**config.mk**
```make
export PLATFORM = sky130hd
export DESIGN_NAME = pc_gen
export DESIGN_NICKNAME = d
export VERILOG_FILES = /design/src/rtl/pc_gen.sv
export SDC_FILE = /design/constraint.sdc
export NUM_CORES = 1
export LEC_CHECK = 0
export ABC_AREA = 1
export CAP_MARGIN = 20
export CORE_MARGIN = 2
export CORE_UTILIZATION = 47
export CTS_CLUSTER_DIAMETER = 200
export DETAILED_ROUTE_END_ITERATION = 8
export GPL_ROUTABILITY_DRIVEN = 0
export HOLD_SLACK_MARGIN = 0.08
export PLACE_DENSITY = 0.93
export SLEW_MARGIN = 20
export SYNTH_ARGS = -nofsm -noshare
export SYNTH_HDL_FRONTEND = slang
export SYNTH_SLANG_ARGS = --single-unit
```
**constraint.sdc**
```tcl
create_clock -name clk -period 2 [get_ports clk]
set_input_delay 0.4 -clock clk [delete_from_list [all_inputs] [get_ports clk]]
set_output_delay 0.4 -clock clk [all_outputs]
set_load 0.05 [all_outputs]
```
**src/rtl/pc_gen.sv**
```systemverilog
// pc_gen: next-PC generator for the RV32 fetch stage.
//
// Holds the architectural fetch PC and picks the next one from four sources,
// highest priority first: trap vector, branch/jump redirect, hold, and
// sequential increment. It issues a valid/ready request to instruction memory
// and counts the fetches that memory accepts.
//
// Ports:
//   clk            in   system clock, rising edge
//   reset_n        in   synchronous active-low reset
//   stall          in   pipeline hazard hold; freezes the PC
//   redirect_valid in   branch/jump taken this cycle
//   redirect_addr  in   branch/jump target (XLEN)
//   trap_valid     in   exception/interrupt entry
//   trap_addr      in   trap vector target (XLEN)
//   fetch_ready    in   instruction memory accepts the request
//   fetch_valid    out  fetch request valid
//   fetch_addr     out  instruction-memory address, pc[ADDR_WIDTH-1:0]
//   pc_out         out  current PC to IF/ID
//   flush_out      out  registered pulse; IF/ID discards its entry
//   fetch_count    out  number of accepted fetches (wraps)
//   misalign_err   out  only with PC_GEN_MISALIGN_CHECK_EN defined: registered
//                       pulse when a trap/redirect target is not word aligned
//
// Build option PC_GEN_MISALIGN_CHECK_EN: when this macro is defined, a
// misaligned trap/redirect target is not loaded (the PC holds) and
// misalign_err pulses. When it is undefined, targets are loaded as given and
// the misalign_err port does not exist.

module pc_gen #(
  parameter int unsigned     XLEN             = 32,
  parameter int unsigned     INST_MEMORY_SIZE = 16384,
  parameter int unsigned     ADDR_WIDTH       = $clog2(INST_MEMORY_SIZE),
  parameter logic [XLEN-1:0] RESET_VECTOR     = '0,
  parameter int unsigned     INC_BYTES        = 4,
  parameter int unsigned     CNT_WIDTH        = 32
) (
  input  logic                  clk,
  input  logic                  reset_n,
  input  logic                  stall,
  input  logic                  redirect_valid,
  input  logic [XLEN-1:0]       redirect_addr,
  input  logic                  trap_valid,
  input  logic [XLEN-1:0]       trap_addr,
  input  logic                  fetch_ready,
  output logic                  fetch_valid,
  output logic [ADDR_WIDTH-1:0] fetch_addr,
  output logic [XLEN-1:0]       pc_out,
  output logic                  flush_out,
`ifdef PC_GEN_MISALIGN_CHECK_EN
  output logic                  misalign_err,
`endif
  output logic [CNT_WIDTH-1:0]  fetch_count
);

  typedef enum logic [1:0] {
    StBoot,
    StRun,
    StWait
  } state_e;

  state_e               state_q;
  logic [XLEN-1:0]      pc_q;
  logic                 flush_q;
  logic [CNT_WIDTH-1:0] fetch_count_q;
`ifdef PC_GEN_MISALIGN_CHECK_EN
  logic                 misalign_q;
`endif

  logic            redirect_any;
  logic [XLEN-1:0] target;
  logic            accept;

  // Trap takes priority over a same-cycle redirect.
  assign redirect_any = trap_valid | redirect_valid;
  assign target       = trap_valid ? trap_addr : redirect_addr;

  // Only RUN looks at stall; once a request is outstanding (WAIT) it is held
  // until memory takes it or a trap/redirect abandons it.
  always_comb begin
    fetch_valid = 1'b0;
    case (state_q)
      StBoot:  fetch_valid = 1'b0;
      StRun:   fetch_valid = ~stall;
      StWait:  fetch_valid = 1'b1;
      default: fetch_valid = 1'b0;
    endcase
  end

  assign accept = fetch_valid & fetch_ready;

  always_ff @(posedge clk) begin
    if (!reset_n) begin
      state_q       <= StBoot;
      pc_q          <= RESET_VECTOR;
      flush_q       <= 1'b0;
      fetch_count_q <= '0;
`ifdef PC_GEN_MISALIGN_CHECK_EN
      misalign_q    <= 1'b0;
`endif
    end else begin
      flush_q    <= 1'b0;
`ifdef PC_GEN_MISALIGN_CHECK_EN
      misalign_q <= 1'b0;
`endif
      if (redirect_any) begin
        // A redirect squashes whatever was in flight, including a WAIT
        // request, and the fetch counter does not advance this cycle.
        state_q <= StRun;
        flush_q <= 1'b1;
`ifdef PC_GEN_MISALIGN_CHECK_EN
        if (target[1:0] != 2'b00) begin
          misalign_q <= 1'b1;
        end else begin
          pc_q <= target;
        end
`else
        pc_q <= target;
`endif
      end else begin
        case (state_q)
          StBoot: state_q <= StRun;
          StRun: begin
            if (fetch_valid && !fetch_ready) begin
              state_q <= StWait;
            end
          end
          StWait: begin
            if (fetch_ready) begin
              state_q <= StRun;
            end
          end
          default: state_q <= StBoot;
        endcase
        if (accept) begin
          pc_q          <= pc_q + XLEN'(INC_BYTES);
          fetch_count_q <= fetch_count_q + CNT_WIDTH'(1);
        end
      end
    end
  end

  assign pc_out      = pc_q;
  assign fetch_addr  = pc_q[ADDR_WIDTH-1:0];
  assign flush_out   = flush_q;
  assign fetch_count = fetch_count_q;
`ifdef PC_GEN_MISALIGN_CHECK_EN
  assign misalign_err = misalign_q;
`endif

endmodule

```
==> results of run 1 <==
==> critical path, delay by kind of cell, from the launching register on <==
family | cells | cell delay, ns
adder cells (fa/ha/maj) | 1 | 0.37
buffers and inverters | 2 | 0.25
AO/OA/AOI/OAI | 1 | 0.23
flip-flops | 1 | 0.36
==> kinds of logic (layout without fill, tap and decap cells) <==
group	count (synthesis)	count (layout)	share of synthesized area, %
and+or+nand+nor	417	417	38.63
AOI/OAI and AO/OA	136	136	18.03
buffers and inverters	106	261	10.26
DFF	67	67	29.56
adders and majority gates	7	7	1.930
xor gates and xnor gates	6	6	1.158
muxes	2	2	0.4412
==> per-stage QoR <==
stage	setup WS [ns]	cell area (µm²)	TNS, ns	total power, µW
2_1_floorplan	0.1383	4542	0	2044
5_1_grt	-0.03583	6405	-0.05769	3735
3_5_place_dp	-0.03353	6126	-0.06717	2398
6_report	0.03065	6405	0	3585
4_1_cts	0.002228	6312	0	3587
3_3_place_gp	0.01126	6126	0	2381
==> sequential cells by signal (all words and copies together) (netlist names) <==
register,count
fetch_count,32
pc_out,32
state_q,2
flush_out,1
==> path summary, 6_finish.rpt <==
kind                   start          end  slack [ns]
setup / recovery  state_q[1]  fetch_valid        0.03
hold reg to reg    pc_out[1]    pc_out[1]        0.50
setup reg to reg  state_q[1]    pc_out[7]        0.12
hold / removal     pc_out[1]    pc_out[1]        0.50
==> final cells by class <==
cell class                 count  share of cell area, %
clock inverter                 4                 0.7423
tap                          129                  2.520
multi-input combinational    568                  43.02
sequential                    67                  20.96
clock buffer                  12                  2.579
inverter                      67                  3.927
timing repair buffer         178                  26.26
==> layout by cell type (no fill, tap or decap), types with 2 or more instances in the layout <==
cell,n
nor3_1,3
clkinv_2,2
buf_4,56
dlygate4sd2_1,28
clkbuf_8,12
dfxtp_1,66
nor2_1,128
nor3b_1,4
xor2_1,4
and2_1,4
mux2i_1,2
ha_1,6
dlymetal6s2s_1,14
a22oi_1,12
nand2_1,202
nand4_1,7
a22o_1,18
xnor2_1,2
nor2_2,5
nand2_2,2
o21ai_0,41
a21oi_1,43
nand3_1,54
inv_1,66
buf_12,4
o21bai_1,5
clkdlybuf4s50_1,76
a31oi_1,12
nor2_4,4
o21a_1,2
==> where the power goes <==
part | leakage (µW) | internal (µW) | switching (µW)
Sequential | 0.000548 | 1390 | 88.2
Clock | 0.000108 | 674 | 549
Combinational | 0.00216 | 351 | 530
Total | 0.00282 | 2420 | 1170
==> repair_timing <==
item	4_1_cts	5_1_grt
resized for setup	30	18
buffers inserted	0	6
pin swaps	0	2
setup endpoints to repair	29	23
hold buffers	0	0
==> per-layer routing <==
metal  vias to the layer above  wire length, µm
li1                       2708                -
met4                         0              394
met5                         -                0
met1                      2465             5688
met2                       295             6890
met3                        38             1276
==> results.md, run 1 <==
* TritonCTS Buffers at 9
* Unrepaired setup endpoints after global routing: true
* Port bufs at 149
* Final Hold Viols at 0
* Synth area leaders: dfxtp_1 (30%), nand2_1 (17%), nor2_1 (11%), nand3_1 (6.0%), inv_1 (5.5%)
* Power Dens Cells at 559.7 nW/µm²
* CP Data Arrival Time at 1.57 ns
* Leakage at 0.002817 µW
* Ant diodes at 0
* End-of-flow core utilization at 68.99%
* Top FF cell, synth: dfxtp_1
* Max cap viols at 0
* P&R area growth vs syn at 41.14%
* Clock Skew at 0.01104 ns
* Met2 GRT Util at 48.03%
* Area share of the largest cell type after synthesis at 29.56%
* Largest net degree at the start of global routing at 26
* YS warnings at 0
* M3 GR Usage at 4.583%
* Initial antenna violation count at 0
* Crit Path Category: reg -> out
* Synth Cell Area at 4538 µm²
* CP peak stage delay at 0.37 ns
* Die W at 102.3 µm
* Final Max Slew Viols at 0
* Clock latency on the worst-skew pair at 0.36 ns
* 1st-pass router iterations at 5
* Hold crit path type: reg -> reg
* Outcome: completed
* EDFF count, synth at 0
* Core area at 9284 µm²
* Multi-input gate area at 2755 µm²
* Hold depth at 2
* Leading area contributor after synthesis: dfxtp_1
* Synth Net Count at 818
* Required time of the critical path at 1.60 ns
* Die Ht at 102.3 µm
* I/O pin cnt at 150
* Remaining routing DRC violations at 0
* Hpwl dp at 10,540 µm
* H-tree levels at 3
* Startpoint types: flop
* Count leader, synth: nand2_1
* Num rows at 35
* Met1 usage at 35.66%
* Post-Route WL at 14,250 µm
* Die area at 10,460 µm²
* Non-filler cells, final at 1,025
* Reg2Reg Depth at 10
* Overflow after GRT at 0
* Vias per cell at 5.372
* CP max stage cell: ha_1
* TritonCTS clock tree: built
* Vias at 5,506
* Layout cells sized above 1 at 10.49%
* # setup viols final at 0
* Top cells by count, synth: nand2_1 (203), nor2_1 (129), dfxtp_1 (67)
* Worst Setup End Kind: output pin
* Final ANT Viol Nets at 0
* WHS at 0.4976 ns
* Gr usage total at 28.30%
* Library cells used by synthesis at 36
* First-pass GRT wire length at 23,670 µm
* Initial Util at 48.88%
* Worst vdd ir at 0.3385 mV
* Worst-Margin Slew at 0.5136 ns
* Avg Cell Area, Syn at 6.124 µm²
* Busiest grt layer: met2
* Clk sinks at 67
* Final Net Count at 968
* Fin crit share at 98.47%
* Min Tclk post-route at 1.969 ns
* Seq. cell area at 1343 µm²
* Drt wl/cell at 13.90 µm
* Synthesized instance count at 741
* Vias in the first global route at 5,112
* Fmax at 507.8 MHz
* Root buf cell: clkbuf_8
* Slew margin rel. at 65.71%
* Critical path, cell by cell: inv_1, ha_1, a21boi_4, buf_12
* Post-synthesis register bit count at 67
* Longest Clk Path Bufs at 2
* 1st-iter DRT viols at 305
* Seq/Total Area, Yosys at 29.56%
* Async set-reset flop share out of synthesis at 0%
* CP Max Fanout at 4
* Placed Cells at 1,003
* Clock transition at path regs at 0.08 ns
* Fill cell count at 799
Note: power is estimated with default switching activity, not from simulation.
==> inputs of run 2 (changes only) <==
--- a/config.mk
+++ b/config.mk
@@ -7,13 +7,14 @@
 export LEC_CHECK = 0
 export ABC_AREA = 1
 export CAP_MARGIN = 20
+export CORE_ASPECT_RATIO = 1.2
 export CORE_MARGIN = 2
 export CORE_UTILIZATION = 47
 export CTS_CLUSTER_DIAMETER = 200
 export DETAILED_ROUTE_END_ITERATION = 8
 export GPL_ROUTABILITY_DRIVEN = 0
 export HOLD_SLACK_MARGIN = 0.08
-export PLACE_DENSITY = 0.93
+export PLACE_DENSITY = 0.82
 export SLEW_MARGIN = 20
 export SYNTH_ARGS = -nofsm -noshare
 export SYNTH_HDL_FRONTEND = slang
==> run 2 against run 1 <==
Hold slack better by 0.0019 ns; wire length is 0.15% higher; clock skew is 0.0040 ns lower; die area hardly changed; critical path depth is 3 lower; highest routed layer unchanged.
==> results.md, run 2 (synthesis gave the netlist of run 1 again) <==
* Outcome: completed
* Layout cells sized above 1 at 10.67%
* Final ANT Viol Nets at 0
* Critical path startpoint: pc_out[30]
* H-tree levels at 3
* Power Dens Cells at 597.6 nW/µm²
* Most frequent cells in the layout: nand2_1 (202), nor2_1 (127), clkdlybuf4s50_1 (84), inv_1 (66), dfxtp_1 (66)
* Met2 GRT Util at 49.38%
* Num rows at 39
* Unrepaired setup endpoints after global routing: true
* Placed Area at 6051 µm²
* Longest Clk Path Bufs at 2
* P&R area growth vs syn at 41.80%
* Clk network pwr share at 38.3%
* Min Tclk post-route at 1.979 ns
* CP max stage cell: clkdlybuf4s50_1
* Top delay family on crit path: buffers and inverters
* CP Buf/Inv Count at 1
* Clock transition at path regs at 0.06 ns
* WHS at 0.4995 ns
* Slack of the critical path at 0.02072 ns
* Total Power at 3846 µW
* Worst-Margin Slew at 0.5220 ns
* Largest net degree at the start of global routing at 32
* CP peak stage delay at 0.84 ns
* Drt wl/cell at 14.09 µm
* Gr usage total at 27.37%
* Slew margin rel. at 65.09%
* Final Hold Viols at 0
* Vias in the first global route at 5,270
* Seq. cell area at 1343 µm²
* Fin crit share at 98.96%
* Commonest non-fill, non-tap cell in the layout: nand2_1
* I/O pin cnt at 150
* Clock latency on the worst-skew pair at 0.33 ns
* Ant diodes at 0
* Hold crit path type: reg -> reg
* Final Net Count at 962
* Critical path, cell by cell: clkdlybuf4s50_1
* CP Data Arrival Time at 1.58 ns
* Startpoint types: flop
* M3 GR Usage at 4.871%
* Sw frac at 31.67%
* Required time of the critical path at 1.60 ns
* Fmax at 505.2 MHz
* Fill cell count at 836
* R2R Setup Slk at 0.14 ns
* Reg power frac at 38.5%
* Gate power share at 23.1%
* Clk sinks at 67
* Hpwl dp at 11,040 µm
* Worst Setup End Kind: output pin
* Remaining routing DRC violations at 0
* 1st-iter DRT viols at 249
* Hold path startpoint: pc_out[1]
* Crit Path Category: reg -> out
* Busiest grt layer: met2
* 1st-pass router iterations at 5
* Post-CTS Hold Buffers at 0
* Core area at 9467 µm²
* Clock Skew at 0.007036 ns
* Initial antenna violation count at 0
* Root buf cell: clkbuf_16
* Worst vdd ir at 0.5776 mV
* Leakage at 0.002779 µW
* P_sw at 1218 µW
* CP Max Fanout at 5
* TritonCTS clock tree: built
* Final instance area at 6435 µm²
* Die W at 93.70 µm
* # setup viols final at 0
* First-pass GRT wire length at 23,470 µm
* Initial Util at 47.94%
* Die area at 10,460 µm²
* Vias per cell at 5.388
* Post-Route WL at 14,270 µm
* Vias at 5,458
* Cell internal pwr at 2628 µW
* TritonCTS Buffers at 9
* Multi-input gate area at 2756 µm²
* Dpl ws at -0.1029 ns
* Met1 usage at 29.83%
* Max cap viols at 0
* Worst R2R Start: state_q[1]
* Final Max Slew Viols at 0
* Overflow after GRT at 0
* Port bufs at 149
* Die Ht at 111.6 µm
[run 2: changes by cell type in the layout (fill, tap and decap cells not counted), moves of 2 or more]
cell / delta
clkdlybuf4s50_1: +8
clkbuf_8: -11
nor2_2: +3
dlygate4sd2_1: -20
clkbuf_16: +9
clkbuf_1: +2
dlymetal6s2s_1: +3
[run 2: routing by layer]
metal  wire [µm]  share of wire [%]
met5           0                  0
met4         647                4.5
met3        1027                7.2
met2        7296                 51
met1        5301                 37
[run 2: repair_timing]
action                                  CTS  global route
gates cloned                              0             1
buffers inserted                          0             5
pin swaps                                 0             1
endpoints found under the hold margin     0             0
endpoints found under the setup margin    9            31
resized for setup                        10            22
[run 2: cell type report]
class / instances / area share [%]
multi-input cells: 569 / 42.83
repair buffers: 171 / 25.72
flip-flops and latches: 67 / 20.86
inverters: 67 / 3.947
clock buffers: 12 / 3.830
well taps: 123 / 2.392
clock inverters: 4 / 0.4083
[run 2: path summary, 6_finish.rpt]
path | end | cells past startpoint
worst max-delay path | pc_out[30] | 1
worst min register to register | pc_out[1] | 2
worst max register to register | pc_out[7] | 10
worst min-delay path | pc_out[1] | 2
[run 2: power by group through the flow]
stage	registers (µW)	logic [µW]	clock network [µW]
floorplan	1680	368	0
global placement	1500	869	0
detailed placement	1510	887	0
CTS	1480	888	1480
global route	1490	948	1540
finish	1480	890	1470
[run 2: stage by stage]
step                      util (%)  TNS (ns)  cells
final                        67.98         0   1013
after global routing         67.98  -0.04164   1013
after CTS                    66.79         0   1007
after detailed placement     63.92   -0.5836    991
after global placement       63.92  -0.06797    991
after floorplan                  -         0    741
